**src/rtl/node_mem_arbiter.sv**
```systemverilog
// node_mem_arbiter: three-way round-robin arbiter that hands a shared node
// memory to one requester at a time.
// FSM IDLE -> START -> BUSY -> RELEASE -> IDLE. The owner's address, write
// data and write enable reach the memory through a mux driven by the grant.
// The owner gets a one-cycle start pulse and keeps the memory until it
// pulses done_in.
// Optional feature macro: NODE_MEM_WATCHDOG_EN adds a BUSY-cycle watchdog.
// When it fires, the grant is released and timeout pulses for one cycle.
module node_mem_arbiter #(
  parameter int unsigned WATCHDOG_CYCLES = 1024,
  parameter int unsigned NREQ            = 3
) (
  input  logic            clock,
  input  logic            nrst,
  input  logic [NREQ-1:0] req,
  input  logic [NREQ-1:0] done_in,
  input  logic [10:0]     addr0,
  input  logic [10:0]     addr1,
  input  logic [10:0]     addr2,
  input  logic [15:0]     wdata0,
  input  logic [15:0]     wdata1,
  input  logic [15:0]     wdata2,
  input  logic            wr_en0,
  input  logic            wr_en1,
  input  logic            wr_en2,
  input  logic [15:0]     mem_rdata,
  output logic [NREQ-1:0] grant,
  output logic [NREQ-1:0] start,
  output logic [10:0]     mem_addr,
  output logic [15:0]     mem_wdata,
  output logic            mem_wr_en,
  output logic [15:0]     rdata,
  output logic            busy,
  output logic            timeout
);

  typedef enum logic [1:0] {
    ST_IDLE    = 2'd0,
    ST_START   = 2'd1,
    ST_BUSY    = 2'd2,
    ST_RELEASE = 2'd3
  } state_t;

  state_t          r_state;
  state_t          w_state_next;
  logic [NREQ-1:0] r_grant;
  logic [NREQ-1:0] w_grant_next;
  logic [1:0]      r_owner;
  logic [1:0]      w_owner_next;
  logic [1:0]      r_last_owner;
  logic [1:0]      w_last_owner_next;
  logic [NREQ-1:0] r_start;
  logic [NREQ-1:0] w_start_next;
  logic            r_done_pend;
  logic            w_done_pend_next;
  logic            r_timeout;
  logic            w_timeout_next;

  logic [1:0]      w_rr_first;
  logic [1:0]      w_rr_second;
  logic [1:0]      w_rr_third;
  logic [1:0]      w_rr_pick;
  logic            w_owner_done;
  logic            w_wd_expire;

  // Wrap-around successor of a requester index (0 -> 1 -> 2 -> 0).
  function automatic logic [1:0] next_idx(input logic [1:0] idx);
    return (idx == 2'd2) ? 2'd0 : idx + 2'd1;
  endfunction

  // Request bit selected by an index, written as a case so that index 3
  // can never reach past the 3-bit vector.
  function automatic logic req_bit(input logic [2:0] r, input logic [1:0] idx);
    case (idx)
      2'd0:    return r[0];
      2'd1:    return r[1];
      default: return r[2];
    endcase
  endfunction

  // The owner's done pulse is picked out by the grant.
  // done_in bits from non-owners are masked off here.
  assign w_owner_done = |(done_in & r_grant);

`ifdef NODE_MEM_WATCHDOG_EN
  localparam logic [15:0] WD_LAST = 16'(WATCHDOG_CYCLES - 1);

  logic [15:0] r_wd_cnt;

  // Watchdog counter: cleared on the START->BUSY edge, then counts BUSY cycles.
  always_ff @(posedge clock) begin
    if (!nrst) begin
      r_wd_cnt <= '0;
    end else if (r_state == ST_START) begin
      r_wd_cnt <= '0;
    end else if (r_state == ST_BUSY) begin
      r_wd_cnt <= r_wd_cnt + 16'd1;
    end
  end

  assign w_wd_expire = (r_state == ST_BUSY) && (r_wd_cnt == WD_LAST);
`else
  // Without the watchdog, BUSY ends only on the owner's done pulse.
  assign w_wd_expire = 1'b0;
`endif

  // Round-robin search order: start one past the previous owner and wrap.
  always_comb begin
    w_rr_first  = next_idx(r_last_owner);
    w_rr_second = next_idx(w_rr_first);
    w_rr_third  = next_idx(w_rr_second);
    w_rr_pick   = w_rr_third;
    if (req_bit(req, w_rr_first)) begin
      w_rr_pick = w_rr_first;
    end else if (req_bit(req, w_rr_second)) begin
      w_rr_pick = w_rr_second;
    end
  end

  // State and output registers.
  // Reset sets last_owner to 2 so that requester 0 wins the first arbitration.
  always_ff @(posedge clock) begin
    if (!nrst) begin
      r_state      <= ST_IDLE;
      r_grant      <= '0;
      r_owner      <= 2'd0;
      r_last_owner <= 2'd2;
      r_start      <= '0;
      r_done_pend  <= 1'b0;
      r_timeout    <= 1'b0;
    end else begin
      r_state      <= w_state_next;
      r_grant      <= w_grant_next;
      r_owner      <= w_owner_next;
      r_last_owner <= w_last_owner_next;
      r_start      <= w_start_next;
      r_done_pend  <= w_done_pend_next;
      r_timeout    <= w_timeout_next;
    end
  end

  // Next-state logic and next register values.
  // The start pulse is registered in the START cycle, so it appears in the
  // first BUSY cycle.
  always_comb begin
    w_state_next      = r_state;
    w_grant_next      = r_grant;
    w_owner_next      = r_owner;
    w_last_owner_next = r_last_owner;
    w_start_next      = '0;
    w_done_pend_next  = 1'b0;
    w_timeout_next    = 1'b0;
    case (r_state)
      ST_IDLE: begin
        if (|req) begin
          w_owner_next = w_rr_pick;
          w_grant_next = 3'b001 << w_rr_pick;
          w_state_next = ST_START;
        end
      end
      ST_START: begin
        w_start_next = r_grant;
        // The owner may finish before BUSY is reached.
        // Hold its done pulse for one cycle so that it is not lost.
        w_done_pend_next = w_owner_done;
        w_state_next     = ST_BUSY;
      end
      ST_BUSY: begin
        if (w_owner_done || r_done_pend) begin
          w_grant_next = '0;
          w_state_next = ST_RELEASE;
        end else if (w_wd_expire) begin
          w_grant_next   = '0;
          w_timeout_next = 1'b1;
          w_state_next   = ST_RELEASE;
        end
      end
      ST_RELEASE: begin
        w_grant_next      = '0;
        w_last_owner_next = r_owner;
        w_state_next      = ST_IDLE;
      end
      default: begin
        w_grant_next = '0;
        w_state_next = ST_IDLE;
      end
    endcase
  end

  // Memory-side mux driven by the one-hot grant.
  // Without an owner, every memory-side signal is zero.
  // A non-owner's write enable can therefore never reach the memory.
  always_comb begin
    mem_addr  = '0;
    mem_wdata = '0;
    mem_wr_en = 1'b0;
    case (r_grant)
      3'b001: begin
        mem_addr  = addr0;
        mem_wdata = wdata0;
        mem_wr_en = wr_en0;
      end
      3'b010: begin
        mem_addr  = addr1;
        mem_wdata = wdata1;
        mem_wr_en = wr_en1;
      end
      3'b100: begin
        mem_addr  = addr2;
        mem_wdata = wdata2;
        mem_wr_en = wr_en2;
      end
      default: begin
        mem_addr  = '0;
        mem_wdata = '0;
        mem_wr_en = 1'b0;
      end
    endcase
  end

  assign grant   = r_grant;
  assign start   = r_start;
  assign rdata   = mem_rdata;
  assign busy    = (r_state == ST_START) || (r_state == ST_BUSY);
  assign timeout = r_timeout;

endmodule

```
**config.mk**
```make
export PLATFORM = sky130hd
export DESIGN_NAME = node_mem_arbiter
export DESIGN_NICKNAME = d
export VERILOG_FILES = /design/src/rtl/node_mem_arbiter.sv
export SDC_FILE = /design/constraint.sdc
export NUM_CORES = 1
export LEC_CHECK = 0
export ABC_CLOCK_PERIOD_IN_PS = 1400
export CORE_ASPECT_RATIO = 2
export CORE_MARGIN = 4
export CORE_UTILIZATION = 23
export CTS_CLUSTER_SIZE = 16
export DETAILED_ROUTE_END_ITERATION = 7
export MAX_ROUTING_LAYER = met4
export PLACE_DENSITY = 0.76
export RECOVER_POWER = 50
export SYNTH_ARGS = -nofsm -noshare
export SYNTH_HDL_FRONTEND = slang
export SYNTH_SLANG_ARGS = --single-unit
```
**constraint.sdc**
```tcl
create_clock -name clock -period 1.4 [get_ports clock]
set_input_delay 0.14 -clock clock [delete_from_list [all_inputs] [get_ports clock]]
set_output_delay 0.14 -clock clock [all_outputs]
set_load 0.005 [all_outputs]
```
==> results_dict.tcl, run 1 <==
set metrics [dict create \
    status "did not finish" \
    lastStage "detailed routing (5_2_route)" \
    toolErrorMsg "[ERROR DRT-0255] Maze Route cannot find path of net mem_rdata[6] in worker of routeBox ( 48300 0 ) ( 60415 48300 )." \
    synth_nets 289 \
    htreeDepth 1 \
    grt_max_degree 16 \
    die_x_um 60.4 \
    synth_cell_type_count 33 \
    grt_overflow_total 0 \
    grt_pass1_vias 1878 \
    gp_congestion 0.919 \
    grt_usage_pct 17.2 \
    clk_path_buf_depth 2 \
    start_util_pct 23.5 \
    row_count 38 \
    synth_cells 177 \
    synthArstFlopShare_pct 0 \
    synth_edf_count 0 \
    grt-worst-endpoint "mem_addr[4]" \
    die_h_um 113 \
    synth_top_area_share_pct 20.6 \
    antenna_found_initial 0 \
    endpoint_type "top-level output" \
    ys_ff_latch 13 \
    yosys-top-cells-area "dfxtp_1 (21%), a22oi_1 (17%), o21ai_0 (11%), buf_4 (11%), nand2_1 (9.2%)" \
    netlist_area_um2 1260 \
    grt_pass1_wl_um 8890 \
    cts_root_buffer "clkbuf_8" \
    numCtsBuffers 3 \
    avgSynthCellArea_um2 7.14 \
    synthFlopType "dfxtp_1" \
    yosysWarnings 0 \
    hold_buffers 0 \
    seq_area_frac_synth_pct 20.6 \
    ios 160 \
    yosys.area.top_type "dfxtp_1" \
    clock_sinks 13 \
    portBuffers 126 \
    hpwl_um 4830 \
]
per-stage QoR:
stage	std cells	cell area [um2]	worst slack (ns)
global route	368	2780	-0.256
CTS	368	2770	-0.195
detailed placement	356	2640	-0.397
global placement	356	2640	-0.330
floorplan	177	1310	0.0134
Yosys cell counts (2+ instances only):
cell,number
buf_2,8
and3_1,3
a22oi_1,29
ha_1,4
nor4b_1,2
nor2_1,4
clkbuf_1,3
nor2b_1,3
nand2_1,31
inv_1,6
mux2i_1,2
a32o_1,2
a31oi_1,2
o21ai_0,29
dfxtp_1,13
a21oi_1,2
buf_4,18
per-layer routing:
layer,global-route usage [%]
met4,7.09
met5,-
met2,33.5
met1,14.5
met3,4.22
timing repair:
action                     in CTS  in global routing
gates resized for setup       176                  2
gates cloned                    3                  0
pin swaps                      16                  1
setup endpoints to repair      38                 34
setup buffers                   5                  0
hold endpoints to repair        0                  0
cell families after synthesis:
family                   after synthesis  synth area share, %
AO/OA/AOI/OAI                         72                 37.8
AND/OR/NAND/NOR                       50                 19.2
buffers and inverters                 35                 16.5
flip-flops                            13                 20.6
adder cells (fa/ha/maj)                4                 3.96
multiplexers                           2                 1.58
other                                  1                0.297
==> run 2, diff against run 1 <==
Settings changed: ABC_CLOCK_PERIOD_IN_PS 1400 to 1800, CORE_ASPECT_RATIO 2 to not set, CORE_UTILIZATION 23 to 25, CTS_CLUSTER_SIZE 16 to not set, MAX_ROUTING_LAYER met4 to not set, PLACE_DENSITY 0.76 to not set, PLACE_DENSITY_LB_ADDON set to 0.15.
Clock period 1.4 ns to 1.8 ns, I/O delays scaled along.
==> results_dict.tcl, run 2 <==
set metrics [dict create \
    final_common_cell "clkdlybuf4s50_1" \
    grt_max_degree 21 \
    cp.arrival_ns 1.59 \
    via_per_inst 4.78 \
    synth_common_cells "nand2_1 (31), a22oi_1 (29), o21ai_0 (29)" \
    hold_slack_ns 0.360 \
    multiInputGateArea_um2 821 \
    drc 0 \
    synth_cells 177 \
    synthFlopType "dfxtp_1" \
    path_clk_slew_ns 0.05 \
    grt_pass1_vias 1716 \
    finish.net_count 406 \
    fmax_mhz 564 \
    ios 160 \
    vias 1720 \
    layout_common_cells "clkdlybuf4s50_1 (94), nand2_1 (31), a22oi_1 (29), o21ai_0 (29), clkbuf_2 (19)" \
    status "finished clean" \
    use_met3_pct 4.08 \
    worst_skew_pair.late_latency_ns 0.24 \
    antenna_found_initial 0 \
    netlist_area_um2 1260 \
    yosys.area.top_type "dfxtp_1" \
    crit_cells 4 \
    end_kind "primary output" \
    final_hold_viol_count 0 \
    rsz0062_at_grt "true" \
    synth_nets 289 \
    hp-class "in2out" \
    synth_cell_type_count 33 \
    n_fill_cell 508 \
    seq_area_frac_synth_pct 20.6 \
    numCtsBuffers 3 \
    final_max_slew_viol_count 0 \
    die_x_um 79.1 \
    synth_edf_count 0 \
    skew_ns 0.00170 \
    max_cap_violations 0 \
    p_leak_nw 1.00 \
    power_w 0.00224 \
    die_h_um 79.1 \
    grt_use_met1_pct 22.0 \
    grt_pass1_wl_um 9030 \
    row_count 25 \
    ant_nets 0 \
    start_kind "flip-flop" \
    clk_path_buf_depth 2 \
    final_area_um2 2530 \
    start_util_pct 26.2 \
    gp_congestion 0.801 \
    period_minus_slack_ns 1.77 \
    utilization_pct 52.5 \
    core_area_um2 4820 \
    place_area_um2 2530 \
    cp_top_family "buffers and inverters" \
    slowest_delay_ns 0.50 \
    min_period_over_period_pct 98.5 \
    regArea_um2 264 \
    drive_gt1_share_pct 16.0 \
    path_class "reg2out" \
    synth_top_area_share_pct 20.6 \
    worst_pin_slew_ns 0.508 \
    cts_root_buffer "clkbuf_8" \
    cts_tree "yes" \
    synthArstFlopShare_pct 0 \
    worstPathMaxFanout 4 \
    worstRegToRegCells 4 \
    dieArea_um2 6260 \
    ys_ff_latch 13 \
    firstDrtPassIters 4 \
    finalWirelength_um 6000 \
    portBuffers 126 \
    grt_overflow_total 0 \
    drtIter0Drc 78 \
    worst-path-buf-inv 3 \
    grt_usage_pct 18.1 \
    hpwl_um 4840 \
    yosys-top-cells-area "dfxtp_1 (21%), a22oi_1 (17%), o21ai_0 (11%), buf_4 (11%), nand2_1 (9.2%)" \
    busiest_layer "met2" \
    met2_usage_pct 31.7 \
    crit_slowest_cell "clkdlybuf4s50_1" \
    avgSynthCellArea_um2 7.14 \
    max-vdd-ir-drop_mv 0.762 \
    clock_sinks 13 \
    setup_viol 0 \
    tns_ns 0 \
    htreeDepth 1 \
    syn2layout_area_growth_pct 100 \
    yosysWarnings 0 \
    critPathRequiredTime_ns 1.62 \
    antennaDiodeCount 0 \
    slew_headroom_pct 66.1 \
    p_per_area_nw_per_um2 886 \
    cp_cell_sequence "inv_1 -> ha_4 -> buf_4 -> clkdlybuf4s50_1" \
    whs_path_depth 0 \
    synth.most_common_cell "nand2_1" \
    wl_per_cell_um 16.7 \
]
==> run 2: cell counts after synthesis <==
Identical to the previous run, type by type.
==> run 2: final cells by class <==
class	instances	area share (%)
inverter	6	0.891
multi-input combinational	129	32.5
timing repair buffer	141	51.1
tap	67	3.32
sequential	13	10.4
clock buffer	4	1.78
==> run 2: kinds of logic after synthesis <==
| family | synth area share [%] |
|---|---|
| AOI/OAI and AO/OA | 37.8 |
| buffers and inverters | 16.5 |
| muxes | 1.58 |
| adders and majority gates | 3.96 |
| DFF | 20.6 |
| and+or+nand+nor | 19.2 |
| other | 0.297 |
==> run 2: routing by layer <==
metal | routed length [um] | share of wire (%)
met1 | 2480 | 41
met2 | 3010 | 50
met3 | 379 | 6.3
met4 | 132 | 2.2
met5 | 0 | 0
==> run 2: final timing paths <==
path / end / slack [ns] / from
min reg2reg: r_last_owner[1]$_SDFFE_PN1P_ / 0.48 / r_owner[1]$_SDFFE_PN0P_
min: rdata[12] / 0.36 / mem_rdata[12]
max: busy / 0.03 / r_state[0]$_SDFFE_PN0P_
max reg2reg: r_state[0]$_SDFFE_PN0P_ / 0.13 / grant[0]$_SDFFE_PN0P_
==> run 2: worst register-to-register path, cell delays in order, from the launching register on <==
cell and delay [ns]:
dfxtp_1 0.31, buf_4 0.19, a222oi_1 0.52, a31oi_1 0.26
o221a_2 0.29
==> run 2: where the power goes <==
part           leakage, nW  switching, W  internal [W]  total [W]
logic                0.874      0.000712      0.000858    0.00157
clock network       0.0228     0.0000999      0.000156   0.000256
registers            0.107     0.0000561      0.000358   0.000414
==> run 2: timing repair <==
item	in CTS	in global routing
hold buffers	0	0
gates resized for setup	39	44
pin swaps	0	2
hold endpoints to repair	0	0
buffers inserted	0	0
gates cloned	0	1
setup endpoints to repair	29	19
==> run 2: metrics by stage <==
stage          std cells  setup slack [ns]
5_1_grt              360           -0.0576
6_report             360            0.0274
4_1_cts              359            0.0172
3_5_place_dp         355           -0.0347
3_3_place_gp         355            0.0208
2_1_floorplan        177             0.264
Power figures use the tool's default switching activity.
